==> src/rtl/rf_wb_if.sv <==
// rf_wb_if: write-back bus between the EXU/LSU write-back stage and the
// register-file write arbiter.
//   req0_*   : requester 0 (ALU/EXU result) valid/ready/addr/data
//   req1_*   : requester 1 (LSU load result) valid/ready/addr/data
//   rsv_*    : issue-stage destination reservation (scoreboard set)
//   rf_*     : registered register-file write port
// Modports: master = write-back side / register file, slave = arbiter.
interface rf_wb_if #(
  parameter int ADDR_WIDTH = 5,
  parameter int DATA_WIDTH = 32
);
  logic                  req0_valid;
  logic                  req0_ready;
  logic [ADDR_WIDTH-1:0] req0_addr;
  logic [DATA_WIDTH-1:0] req0_data;
  logic                  req1_valid;
  logic                  req1_ready;
  logic [ADDR_WIDTH-1:0] req1_addr;
  logic [DATA_WIDTH-1:0] req1_data;
  logic                  rsv_valid;
  logic [ADDR_WIDTH-1:0] rsv_addr;
  logic                  rf_wen;
  logic [ADDR_WIDTH-1:0] rf_waddr;
  logic [DATA_WIDTH-1:0] rf_wdata;

  modport master (
    output req0_valid, req0_addr, req0_data,
    output req1_valid, req1_addr, req1_data,
    output rsv_valid, rsv_addr,
    input  req0_ready, req1_ready,
    input  rf_wen, rf_waddr, rf_wdata
  );

  modport slave (
    input  req0_valid, req0_addr, req0_data,
    input  req1_valid, req1_addr, req1_data,
    input  rsv_valid, rsv_addr,
    output req0_ready, req1_ready,
    output rf_wen, rf_waddr, rf_wdata
  );
endinterface

==> src/rtl/rf_wb_arbiter.sv <==
// rf_wb_arbiter: round-robin arbiter sharing the single register-file write
// port between requester 0 (EXU) and requester 1 (LSU). The winning write is
// registered and presented on rf_wen/rf_waddr/rf_wdata one cycle after accept.
// Writes to x0 (low address bits zero) are accepted but never enable rf_wen.
//
// Ports:
//   clk        : clock, rising edge
//   rst_n      : asynchronous active-low reset
//   bus        : rf_wb_if.slave (requests, reservations, rf write port)
//   busy       : per-register write-outstanding flags (bit 0 always 0)
//   last_grant : index of the most recently accepted requester
//
// Optional feature: define RF_WB_SCOREBOARD_EN to build the per-register
// scoreboard. Without it busy is tied to zero and rsv_* is ignored.
module rf_wb_arbiter #(
  parameter int ADDR_WIDTH = 5,
  parameter int DATA_WIDTH = 32,
  parameter int NREG       = 2**(ADDR_WIDTH-1)
) (
  input  logic            clk,
  input  logic            rst_n,
  rf_wb_if.slave          bus,
  output logic [NREG-1:0] busy,
  output logic            last_grant
);
  // The upper address bit is carried to the register file but never used
  // for indexing (x0 detection or scoreboard).
  localparam int IDX_W = ADDR_WIDTH - 1;

  logic                  last_grant_reg;
  logic                  rf_wen_reg;
  logic [ADDR_WIDTH-1:0] rf_waddr_reg;
  logic [DATA_WIDTH-1:0] rf_wdata_reg;

  logic                  gnt0;
  logic                  gnt1;
  logic                  accept;
  logic [ADDR_WIDTH-1:0] win_addr;
  logic [DATA_WIDTH-1:0] win_data;
  logic [IDX_W-1:0]      win_idx;

  // Grant depends only on valids and last_grant, never on a ready output.
  // On contention the requester that did not win last time is chosen.
  always_comb begin
    gnt0     = bus.req0_valid && (!bus.req1_valid || last_grant_reg);
    gnt1     = bus.req1_valid && (!bus.req0_valid || !last_grant_reg);
    accept   = gnt0 || gnt1;
    win_addr = gnt1 ? bus.req1_addr : bus.req0_addr;
    win_data = gnt1 ? bus.req1_data : bus.req0_data;
  end

  assign win_idx = win_addr[IDX_W-1:0];

  always_ff @(posedge clk or negedge rst_n) begin
    if (!rst_n) begin
      // last_grant=1 so requester 0 wins the first contention.
      last_grant_reg <= 1'b1;
      rf_wen_reg     <= 1'b0;
      rf_waddr_reg   <= '0;
      rf_wdata_reg   <= '0;
    end else begin
      if (accept) begin
        last_grant_reg <= gnt1;
        rf_waddr_reg   <= win_addr;
        rf_wdata_reg   <= win_data;
      end
      rf_wen_reg <= accept && (win_idx != '0);
    end
  end

  assign bus.req0_ready = gnt0;
  assign bus.req1_ready = gnt1;
  assign bus.rf_wen     = rf_wen_reg;
  assign bus.rf_waddr   = rf_waddr_reg;
  assign bus.rf_wdata   = rf_wdata_reg;
  assign last_grant     = last_grant_reg;

`ifdef RF_WB_SCOREBOARD_EN
  logic [IDX_W-1:0] rsv_idx;
  wire              unused_rsv_hi = bus.rsv_addr[ADDR_WIDTH-1];

  assign rsv_idx = bus.rsv_addr[IDX_W-1:0];
  assign busy[0] = 1'b0;

  // One flag per register. A reservation in the same cycle as the clearing
  // write wins, since it belongs to a newer instruction.
  for (genvar gi = 1; gi < NREG; gi++) begin : g_sb
    logic busy_bit_reg;
    logic set_hit;
    logic clr_hit;

    assign set_hit = bus.rsv_valid && (rsv_idx == IDX_W'(gi));
    assign clr_hit = accept && (win_idx == IDX_W'(gi));

    always_ff @(posedge clk or negedge rst_n) begin
      if (!rst_n) begin
        busy_bit_reg <= 1'b0;
      end else if (set_hit) begin
        busy_bit_reg <= 1'b1;
      end else if (clr_hit) begin
        busy_bit_reg <= 1'b0;
      end
    end

    assign busy[gi] = busy_bit_reg;
  end
`else
  wire unused_rsv = &{1'b0, bus.rsv_valid, bus.rsv_addr};

  assign busy = '0;
`endif

endmodule

==> src/flat_wrapper.sv <==
// flat-port wrapper written by rule: the top's interface ports become plain ports
module rf_wb_arbiter_flat 
#(
  parameter int ADDR_WIDTH = 5,
  parameter int DATA_WIDTH = 32,
  parameter int NREG       = 2**(ADDR_WIDTH-1)
)
  (clk, rst_n, busy, last_grant, bus_req0_valid, bus_req0_addr, bus_req0_data, bus_req1_valid, bus_req1_addr, bus_req1_data, bus_rsv_valid, bus_rsv_addr, bus_req0_ready, bus_req1_ready, bus_rf_wen, bus_rf_waddr, bus_rf_wdata);
  rf_wb_if #(.ADDR_WIDTH(ADDR_WIDTH), .DATA_WIDTH(DATA_WIDTH)) bus_i ();
  input  logic clk;
  input  logic rst_n;
  output logic [NREG-1:0] busy;
  output logic last_grant;
  input wire logic [$bits(bus_i.req0_valid)-1:0] bus_req0_valid;
  input wire logic [$bits(bus_i.req0_addr)-1:0] bus_req0_addr;
  input wire logic [$bits(bus_i.req0_data)-1:0] bus_req0_data;
  input wire logic [$bits(bus_i.req1_valid)-1:0] bus_req1_valid;
  input wire logic [$bits(bus_i.req1_addr)-1:0] bus_req1_addr;
  input wire logic [$bits(bus_i.req1_data)-1:0] bus_req1_data;
  input wire logic [$bits(bus_i.rsv_valid)-1:0] bus_rsv_valid;
  input wire logic [$bits(bus_i.rsv_addr)-1:0] bus_rsv_addr;
  output wire logic [$bits(bus_i.req0_ready)-1:0] bus_req0_ready;
  output wire logic [$bits(bus_i.req1_ready)-1:0] bus_req1_ready;
  output wire logic [$bits(bus_i.rf_wen)-1:0] bus_rf_wen;
  output wire logic [$bits(bus_i.rf_waddr)-1:0] bus_rf_waddr;
  output wire logic [$bits(bus_i.rf_wdata)-1:0] bus_rf_wdata;
  assign bus_i.req0_valid = bus_req0_valid;
  assign bus_i.req0_addr = bus_req0_addr;
  assign bus_i.req0_data = bus_req0_data;
  assign bus_i.req1_valid = bus_req1_valid;
  assign bus_i.req1_addr = bus_req1_addr;
  assign bus_i.req1_data = bus_req1_data;
  assign bus_i.rsv_valid = bus_rsv_valid;
  assign bus_i.rsv_addr = bus_rsv_addr;
  assign bus_req0_ready = bus_i.req0_ready;
  assign bus_req1_ready = bus_i.req1_ready;
  assign bus_rf_wen = bus_i.rf_wen;
  assign bus_rf_waddr = bus_i.rf_waddr;
  assign bus_rf_wdata = bus_i.rf_wdata;
  rf_wb_arbiter #(.ADDR_WIDTH(ADDR_WIDTH), .DATA_WIDTH(DATA_WIDTH), .NREG(NREG)) u_core (.clk(clk), .rst_n(rst_n), .bus(bus_i), .busy(busy), .last_grant(last_grant));
endmodule
==> config.mk <==
export PLATFORM = sky130hd
export DESIGN_NAME = rf_wb_arbiter_flat
export DESIGN_NICKNAME = d
export VERILOG_FILES = /design/src/rtl/rf_wb_if.sv /design/src/rtl/rf_wb_arbiter.sv /design/src/flat_wrapper.sv
export SDC_FILE = /design/constraint.sdc
export NUM_CORES = 1
export LEC_CHECK = 0
export BUFFER_PORTS_ARGS = -buffer_cell sky130_fd_sc_hd__buf_4
export CAP_MARGIN = 20
export CELL_PAD_IN_SITES_DETAIL_PLACEMENT = 1
export CELL_PAD_IN_SITES_GLOBAL_PLACEMENT = 1
export CORE_MARGIN = 5
export CORE_UTILIZATION = 31
export DETAILED_ROUTE_END_ITERATION = 16
export MAX_ROUTING_LAYER = met4
export PLACE_DENSITY_LB_ADDON = 0.1
export SLEW_MARGIN = 20
export SYNTH_ARGS = -nofsm -noshare
export SYNTH_HDL_FRONTEND = slang
export SYNTH_SLANG_ARGS = --single-unit
==> constraint.sdc <==
create_clock -name clk -period 3.5 [get_ports clk]
set_clock_uncertainty 0.05 [all_clocks]
set_input_delay 0.35 -clock clk [delete_from_list [all_inputs] [get_ports clk]]
set_output_delay 0.35 -clock clk [all_outputs]
set_load 0.01 [all_outputs]
==> results of run 1 <==
[worst max path at each step]
| stage | end | slack (ps) | cells past startpoint |
|---|---|---|---|
| final | bus_req1_ready | 1410 | 4 |
| after global routing | bus_req1_ready | 1230 | 4 |
| after CTS | bus_req1_ready | 1380 | 4 |
| after detailed placement | u_core.bus.rf_wdata[26]$_DFFE_PN0P_ | 1310 | 5 |
| after global placement | u_core.bus.rf_wdata[26]$_DFFE_PN0P_ | 1300 | 5 |
| after floorplan | bus_req1_ready | 2050 | 5 |
[repair_timing]
action                     4_1_cts  5_1_grt
hold buffers                     1        0
hold endpoints to repair         4        0
setup buffers                    0        0
setup endpoints to repair        0        0
[metrics by stage]
step | total power, uW | instances | instance area (sq um)
after floorplan | 709.5 | 173 | 2001
after global placement | 884.7 | 337 | 2751
after detailed placement | 889.4 | 337 | 2751
after CTS | 1185 | 346 | 2841
after global routing | 1241 | 346 | 2841
final | 1161 | 346 | 2841
[logic make-up after synthesis]
| group | share of synthesized area |
|---|---|
| buffers and inverters | 0.1351 |
| AO/OA/AOI/OAI | 0.2259 |
| other | 0.001929 |
| AND/OR/NAND/NOR | 0.1293 |
| flip-flops | 0.5026 |
| multiplexers | 0.005148 |
[routing by layer]
| layer | up-vias | global-route usage |
|---|---|---|
| met5 | - | - |
| met4 | 0 | 0.03248 |
| met3 | 5 | 0.03687 |
| met2 | 77 | 0.2605 |
| met1 | 856 | 0.2095 |
| li1 | 806 | - |
[report_power, final]
group | internal, uW | switching (uW) | leakage [uW]
Clock | 142 | 144 | 0.0000395
Combinational | 191 | 148 | 0.000827
Sequential | 507 | 28.7 | 0.000435
[layout make-up]
type	count	area [sq um]	share of cell area
Clock buffer	8	80.08	0.02818
Inverter	3	11.26	0.003963
Multi-Input combinational cell	99	760.7	0.2677
Sequential cell	39	977.2	0.3439
Tap cell	75	93.84	0.03303
Timing Repair Buffer	122	918.4	0.3232
[layout by cell type (no fill, tap or decap)]
master / count
a31oi_1: 1
and3_1: 1
buf_4: 121
clkbuf_1: 3
clkbuf_8: 5
conb_1: 16
dfrtp_1: 38
dfstp_2: 1
dlygate4sd3_1: 1
inv_2: 3
mux2i_1: 1
nand2_1: 2
nor4_1: 2
o21a_1: 1
o21ai_1: 1
o21ai_2: 1
o221a_1: 8
o221a_2: 28
o22ai_1: 1
or3_1: 36
[cells in the mapped netlist]
cell and n:
a31oi_1 1, and3_1 1, buf_2 3, buf_4 18, buf_6 8, clkbuf_1 3
conb_1 1, dfrtp_1 38, dfstp_2 1, inv_2 3, mux2i_1 1, nand2_1 2
nor4_1 2, o21a_1 1, o21ai_1 1, o21ai_2 1, o221a_1 8, o221a_2 28
o22ai_1 1, or3_1 36
[critical path, cell delays in order (launching register included)]
cell     delay [ps]
dfstp_2         570
nand2_1          90
nand2_1         530
inv_2            40
buf_4           160
==> impl_metrics.tcl, run 1 <==
set metrics [dict create \
    outcome "completed" \
    io_pins 141 \
    top_layer "met4" \
    drt-met1-wl_um 2646 \
    largest_register_ffs 32 \
    wl_per_cell_um 18.11 \
    syn_inst 158 \
    start_util 0.3227 \
    postSynthAreaPerCell_sq_um 12.31 \
    cts_made_buffers 5 \
    synth_largest_area_cell "dfrtp_1" \
    drc 0 \
    hold_depth 3 \
    routabilityCongestion 0.6994 \
    drtIter0Drc 60 \
    insertion_delay_ps 280 \
    wl_um 6267 \
    grt_max_degree 42 \
    ys_top_cells_by_area "dfrtp_1 49%, o221a_2 16%, or3_1 12%, buf_4 6.9%, buf_6 4.6%" \
    irDropWorstVdd_uv 151.3 \
    crit_path_start "u_core.last_grant$_DFFE_PN1P_" \
    setup_tns_ps 0 \
    synth_warnings 0 \
    critPathRequiredTime_ps 3100 \
    utilization 0.4716 \
    die_y_um 89.20 \
    r2r_cells 4 \
    holdPathEnd "u_core.bus.rf_waddr[4]$_DFFE_PN0P_" \
    cp.arrival_ps 1690 \
    clk_path_buf_depth 2 \
    reg2reg_to "u_core.bus.rf_wdata[3]$_DFFE_PN0P_" \
    slew_headroom 0.4964 \
    antenna_left 0 \
    period_needed_ps 2088 \
    fin_crit_sh 0.5964 \
    min_from "bus_req1_addr[4]" \
    die_w_um 89.20 \
    report.final.slew_viol_count 0 \
    finalHoldViolCount 0 \
    max_freq_ghz 0.4790 \
    layout_setup_ws_ps 1412 \
    viasPerCell 5.040 \
    worst_slew_pin_slew_ps 755.4 \
    critical_path_class "reg2out" \
    finalNetCount 354 \
    ys_seq_area_frac 0.5026 \
    antenna_cells 0 \
    synth.top_cell.area_share 0.4891 \
    fillers 693 \
    antenna_found_initial 0 \
    ys_types 20 \
    cts-resized-gates 0 \
    num_vias 1744 \
    coreArea_sq_um 6026 \
    dp_hpwl_um 4519 \
    rows 28 \
    overflow 0 \
    drv_cap 0 \
    grt_pass1_vias 1849 \
    end_kind "output pin" \
    setup_viol 0 \
    die-area_sq_um 7956 \
    r2r_start "u_core.last_grant$_DFFE_PN1P_" \
    ctsRootBufferMaster "clkbuf_8" \
    synth_area_sq_um 1944 \
    place_ws_ps 1314 \
    area_growth_pct 46.14 \
    portBuffers 118 \
    routed-wl-met2_um 3076 \
    startpoint_type "flip-flop" \
    drtPass1Iterations 4 \
    cp_max_fo 18 \
    h-tree-depth 2 \
    grt_usage 0.1617 \
    cts_tree "built" \
    powerDensity_nw_per_um2 408.4 \
    rsz0062_at_grt "no" \
    p_leak_uw 0.001301 \
    drive_gt1_frac 0.5867 \
    clkSinkCount 39 \
    ys_ff_latch 39 \
    hp-class "in2reg" \
    clkTransAtPathRegs_ps 70 \
    reg2reg_slack_ps 1550 \
    grt_pass1_wl_um 9508 \
    holdWs_ps 261.7 \
    wl_met3_um 493 \
]
Power figures use the tool's default switching activity.
==> run 2, diff against run 1 <==
--- a/config.mk
+++ b/config.mk
@@ -10,7 +10,7 @@
 export CELL_PAD_IN_SITES_DETAIL_PLACEMENT = 1
 export CELL_PAD_IN_SITES_GLOBAL_PLACEMENT = 1
 export CORE_MARGIN = 5
-export CORE_UTILIZATION = 31
+export CORE_UTILIZATION = 26
 export DETAILED_ROUTE_END_ITERATION = 16
 export MAX_ROUTING_LAYER = met4
 export PLACE_DENSITY_LB_ADDON = 0.1
==> constraint.sdc (replaced) <==
create_clock -name clk -period 1.8 [get_ports clk]
set_clock_uncertainty 0.05 [all_clocks]
set_input_delay 0.18 -clock clk [delete_from_list [all_inputs] [get_ports clk]]
set_output_delay 0.18 -clock clk [all_outputs]
set_load 0.01 [all_outputs]
==> impl_metrics.tcl, run 2 (same netlist as run 1, synthesis figures left out) <==
set metrics [dict create \
    die_y_um 96.48 \
    io_pins 141 \
    largest_register_ffs 32 \
    die-area_sq_um 9307 \
    report.final.slew_viol_count 0 \
    area_growth_pct 50.90 \
    drtIter0Drc 47 \
    seqPwrFrac 0.437 \
    clkTransAtPathRegs_ps 80 \
    setup_viol 0 \
    finalHoldViolCount 0 \
    grt_usage 0.1478 \
    swShare 0.2765 \
    worst_slew_pin_slew_ps 528.4 \
    utilization 0.4045 \
    powerDensity_nw_per_um2 810.1 \
    critical_path_class "reg2out" \
    h-tree-depth 2 \
    ctsRootBufferMaster "clkbuf_8" \
    p_leak_uw 0.001335 \
    cp.arrival_ps 1460 \
    die_w_um 96.48 \
    drv_cap 0 \
    grt_pass1_wl_um 10270 \
    drive_gt1_frac 0.5985 \
    dp_hpwl_um 4859 \
    pwr-share-clk 0.277 \
    setup_tns_ps 0 \
    portBuffers 118 \
    grt_pass1_vias 1981 \
    viasPerCell 4.697 \
    place_ws_ps 378.7 \
    clkSinkCount 39 \
    finalNetCount 357 \
    antenna_found_initial 0 \
    critPathRequiredTime_ps 1570 \
    pwr-share-comb 0.286 \
    mostFrequentLayoutCells "122 x buf_4, 38 x dfrtp_1, 36 x or3_1" \
    cp_max_fo 19 \
    fin_crit_sh 0.9363 \
    rows 31 \
    insertion_delay_ps 290 \
    routabilityCongestion 0.7338 \
    drc 0 \
    max_freq_ghz 0.5933 \
    start_util 0.2681 \
    overflow 0 \
    layout_setup_ws_ps 114.6 \
    antenna_left 0 \
    post_cts_buffers 0 \
    wl_per_cell_um 18.07 \
    antenna_cells 0 \
    wl_um 6740 \
    drtPass1Iterations 4 \
    end_kind "output pin" \
    startpoint_type "flip-flop" \
    grt_max_degree 40 \
    cts_tree "built" \
    internal_power_uw 1720 \
    slew_headroom 0.6477 \
    hp-class "in2reg" \
    num_vias 1752 \
    coreArea_sq_um 7253 \
    rsz0062_at_grt "no" \
    switchingPower_uw 657.2 \
    irDropWorstVdd_uv 334.9 \
    clk_path_buf_depth 2 \
    cts_made_buffers 5 \
    period_needed_ps 1685 \
    outcome "completed" \
    final_common_cell "buf_4" \
]
## run 2: cell count changes in the layout (fill, tap and decap cells not counted), sizes merged
cell	before	now
buf	121	124
## run 2: critical path, stage by stage, from the launching register on
cell,delay [ps]
dfstp_2,580
nand2_1,90
nand2_1,130
buf_8,190
inv_2,40
buf_4,130
## run 2: area by class of cell
class / instances / area [sq um]
Inverter: 3 / 11.26
Fill cell: 832 / 4319
Sequential cell: 39 / 977.2
Tap cell: 99 / 123.9
Timing Repair Buffer: 125 / 960.9
Multi-Input combinational cell: 99 / 760.7
Clock buffer: 8 / 100.1
## run 2: worst paths after layout
check	from	endpoint	slack, ps	cells after the start
min	bus_req1_addr[4]	u_core.bus.rf_waddr[4]$_DFFE_PN0P_	80	3
max in group asynchronous	rst_n	u_core.last_grant$_DFFE_PN1P_	960	2
max reg2reg	u_core.last_grant$_DFFE_PN1P_	u_core.bus.rf_wdata[10]$_DFFE_PN0P_	380	4
min reg2reg	u_core.last_grant$_DFFE_PN1P_	u_core.last_grant$_DFFE_PN1P_	510	1
min in group asynchronous	rst_n	u_core.bus.rf_wdata[24]$_DFFE_PN0P_	350	2
max	u_core.last_grant$_DFFE_PN1P_	bus_req1_ready	110	5
## run 2: per-layer routing
metal	routed length [um]	track usage
met5	0	-
met4	57	0.03855
met3	463	0.03486
met2	3147	0.2351
met1	3071	0.1898
## run 2: power groups by stage
stage | Combinational, uW | Sequential, uW | Clock [uW]
3_5_place_dp | 688 | 1060 | 0
6_report | 679 | 1040 | 658
2_1_floorplan | 274 | 1110 | 0
3_3_place_gp | 687 | 1050 | 0
5_1_grt | 740 | 1060 | 727
4_1_cts | 690 | 1040 | 683
## run 2: what timing repair did
item	4_1_cts	5_1_grt
hold buffers	1	0
setup endpoints to repair	0	1
resized for setup	0	2
hold endpoints to repair	38	0
## run 2: metrics by stage
step / cells / power, uW / hold WS (ps) / area (sq um)
3_5_place_dp: 364 / 1744 / 150.6 / 2816
2_1_floorplan: 173 / 1380 / -165.6 / 2001
3_3_place_gp: 364 / 1740 / 155.9 / 2816
4_1_cts: 373 / 2415 / 76.33 / 2927
6_report: 373 / 2377 / 84.69 / 2934
5_1_grt: 373 / 2523 / 75.67 / 2934
==> run 3, diff against run 2 <==
--- a/config.mk
+++ b/config.mk
@@ -11,6 +11,7 @@
 export CELL_PAD_IN_SITES_GLOBAL_PLACEMENT = 1
 export CORE_MARGIN = 5
 export CORE_UTILIZATION = 26
+export CTS_CLUSTER_SIZE = 10
 export DETAILED_ROUTE_END_ITERATION = 16
 export MAX_ROUTING_LAYER = met4
 export PLACE_DENSITY_LB_ADDON = 0.1
==> constraint.sdc (replaced) <==
create_clock -name clk -period 1.8 [get_ports clk]
set_clock_uncertainty 0.05 [all_clocks]
set_input_delay 0.27 -clock clk [delete_from_list [all_inputs] [get_ports clk]]
set_output_delay 0.27 -clock clk [all_outputs]
set_load 0.01 [all_outputs]
==> impl_metrics.tcl, run 3 (same netlist as run 1, synthesis figures left out) <==
set metrics [dict create \
    ctsRootBufferMaster "clkbuf_8" \
    num_vias 1779 \
    total_power_uw 2298 \
    grt_usage 0.1464 \
    grt_pass1_vias 2010 \
    busiest_layer "met2" \
    wl_um 6823 \
    critPathRequiredTime_ps 1480 \
    drv_cap 0 \
    drtPass1Iterations 3 \
    fillers 835 \
    routabilityCongestion 0.7348 \
    irDropWorstVdd_uv 256.2 \
    die_w_um 96.48 \
    rsz0062_at_grt "no" \
    slowest_stage "dfstp_2" \
    antenna_cells 0 \
    clk_path_buf_depth 2 \
    slew_headroom 0.6507 \
    h-tree-depth 2 \
    worst_slew_pin_slew_ps 523.9 \
    setup_viol 0 \
    drive_gt1_frac 0.5978 \
    end_kind "output pin" \
    cp.arrival_ps 1360 \
    clkSinkCount 39 \
    rows 31 \
    portBuffers 118 \
    drtIter0Drc 50 \
    startpoint_type "flip-flop" \
    area_growth_pct 49.68 \
    r2r_cells 4 \
    cp_common_cell "nand2_1" \
    insertion_delay_ps 280 \
    critical_path_class "reg2out" \
    max_stage_delay_ps 580 \
    cp_cell_sequence "nand2_1, nand2_1, inv_2, buf_4" \
    viasPerCell 4.744 \
    die-area_sq_um 9307 \
    dp_hpwl_um 4992 \
    use_met3 0.04260 \
    antenna_left 0 \
    powerDensity_nw_per_um2 789.7 \
    io_pins 141 \
    clkTransAtPathRegs_ps 80 \
    final_common_cell "buf_4" \
    start_util 0.2681 \
    cts_tree "built" \
    setup_tns_ps 0 \
    use_met1 0.1831 \
    coreArea_sq_um 7253 \
    outcome "completed" \
    overflow 0 \
    met2_usage 0.2333 \
    grt_pass1_wl_um 10150 \
    mostFrequentLayoutCells "126 x buf_4, 38 x dfrtp_1, 36 x or3_1" \
    hold_depth 3 \
    report.final.slew_viol_count 0 \
    cp_max_fo 5 \
    post_cts_buffers 0 \
    largest_register_ffs 32 \
    finalHoldViolCount 0 \
    holdWs_ps 186.6 \
    die_y_um 96.48 \
    antenna_found_initial 0 \
    drc 0 \
    max_freq_ghz 0.5964 \
    hp-class "in2reg" \
    fin_crit_sh 0.9315 \
    cts_made_buffers 5 \
    p_leak_uw 0.001328 \
    wl_per_cell_um 18.19 \
    finalNetCount 359 \
    period_needed_ps 1677 \
    grt_max_degree 40 \
]
run 3: changes by cell type in the layout (fill, tap and decap cells not counted), sizes merged:
cell    delta
buf        +2
clkinv     +1
clkbuf     -1
run 3: routing by layer:
metal / share of wire / wire length (um)
met4: 0.0075 / 51
met5: 0 / 0
met2: 0.47 / 3218
met1: 0.44 / 3007
met3: 0.080 / 546
run 3: path summary, 6_finish.rpt:
path | startpoint | to | slack [ps]
min | bus_req1_addr[4] | u_core.bus.rf_waddr[4]$_DFFE_PN0P_ | 190
min reg2reg | u_core.last_grant$_DFFE_PN1P_ | u_core.last_grant$_DFFE_PN1P_ | 510
min in group asynchronous | rst_n | u_core.bus.rf_wdata[20]$_DFFE_PN0P_ | 440
max | u_core.last_grant$_DFFE_PN1P_ | bus_req1_ready | 120
max in group asynchronous | rst_n | u_core.last_grant$_DFFE_PN1P_ | 870
max reg2reg | u_core.last_grant$_DFFE_PN1P_ | u_core.bus.rf_wdata[8]$_DFFE_PN0P_ | 250
run 3: area by class of cell:
| class | instances | area, sq um | area share |
|---|---|---|---|
| Sequential cell | 39 | 977.2 | 0.3358 |
| Timing Repair Buffer | 127 | 955.9 | 0.3285 |
| Multi-Input combinational cell | 99 | 760.7 | 0.2614 |
| Tap cell | 99 | 123.9 | 0.04256 |
| Clock buffer | 7 | 76.32 | 0.02623 |
| Inverter | 3 | 11.26 | 0.003869 |
| Clock inverter | 1 | 5.005 | 0.001720 |
run 3: critical path, delay by kind of cell, from the launching register on:
kind / cells / cell delay, ps
DFF: 1 / 580
buffers and inverters: 2 / 180
and+or+nand+nor: 2 / 320
run 3: repair_timing:
item / 4_1_cts / 5_1_grt
hold endpoints to repair: 38 / 0
hold buffers: 1 / 0
gates resized for setup: 0 / 0
setup endpoints to repair: 0 / 0
run 3: where the power goes:
group | switching [uW] | internal [uW] | total, uW
combinational | 295 | 380 | 675
clock | 307 | 272 | 579
sequential | 58.4 | 986 | 1040
total | 660 | 1640 | 2300
run 3: per-stage QoR:
| step | setup WS [ps] | area, sq um | std cells | util |
|---|---|---|---|---|
| CTS | 100.8 | 2910 | 375 | 0.4012 |
| finish | 123.3 | 2910 | 375 | 0.4012 |
| global placement | 243.1 | 2819 | 366 | 0.3886 |
| floorplan | 427.6 | 2001 | 173 | - |
| global route | 42.73 | 2910 | 375 | 0.4012 |
| detailed placement | 259.6 | 2819 | 366 | 0.3886 |
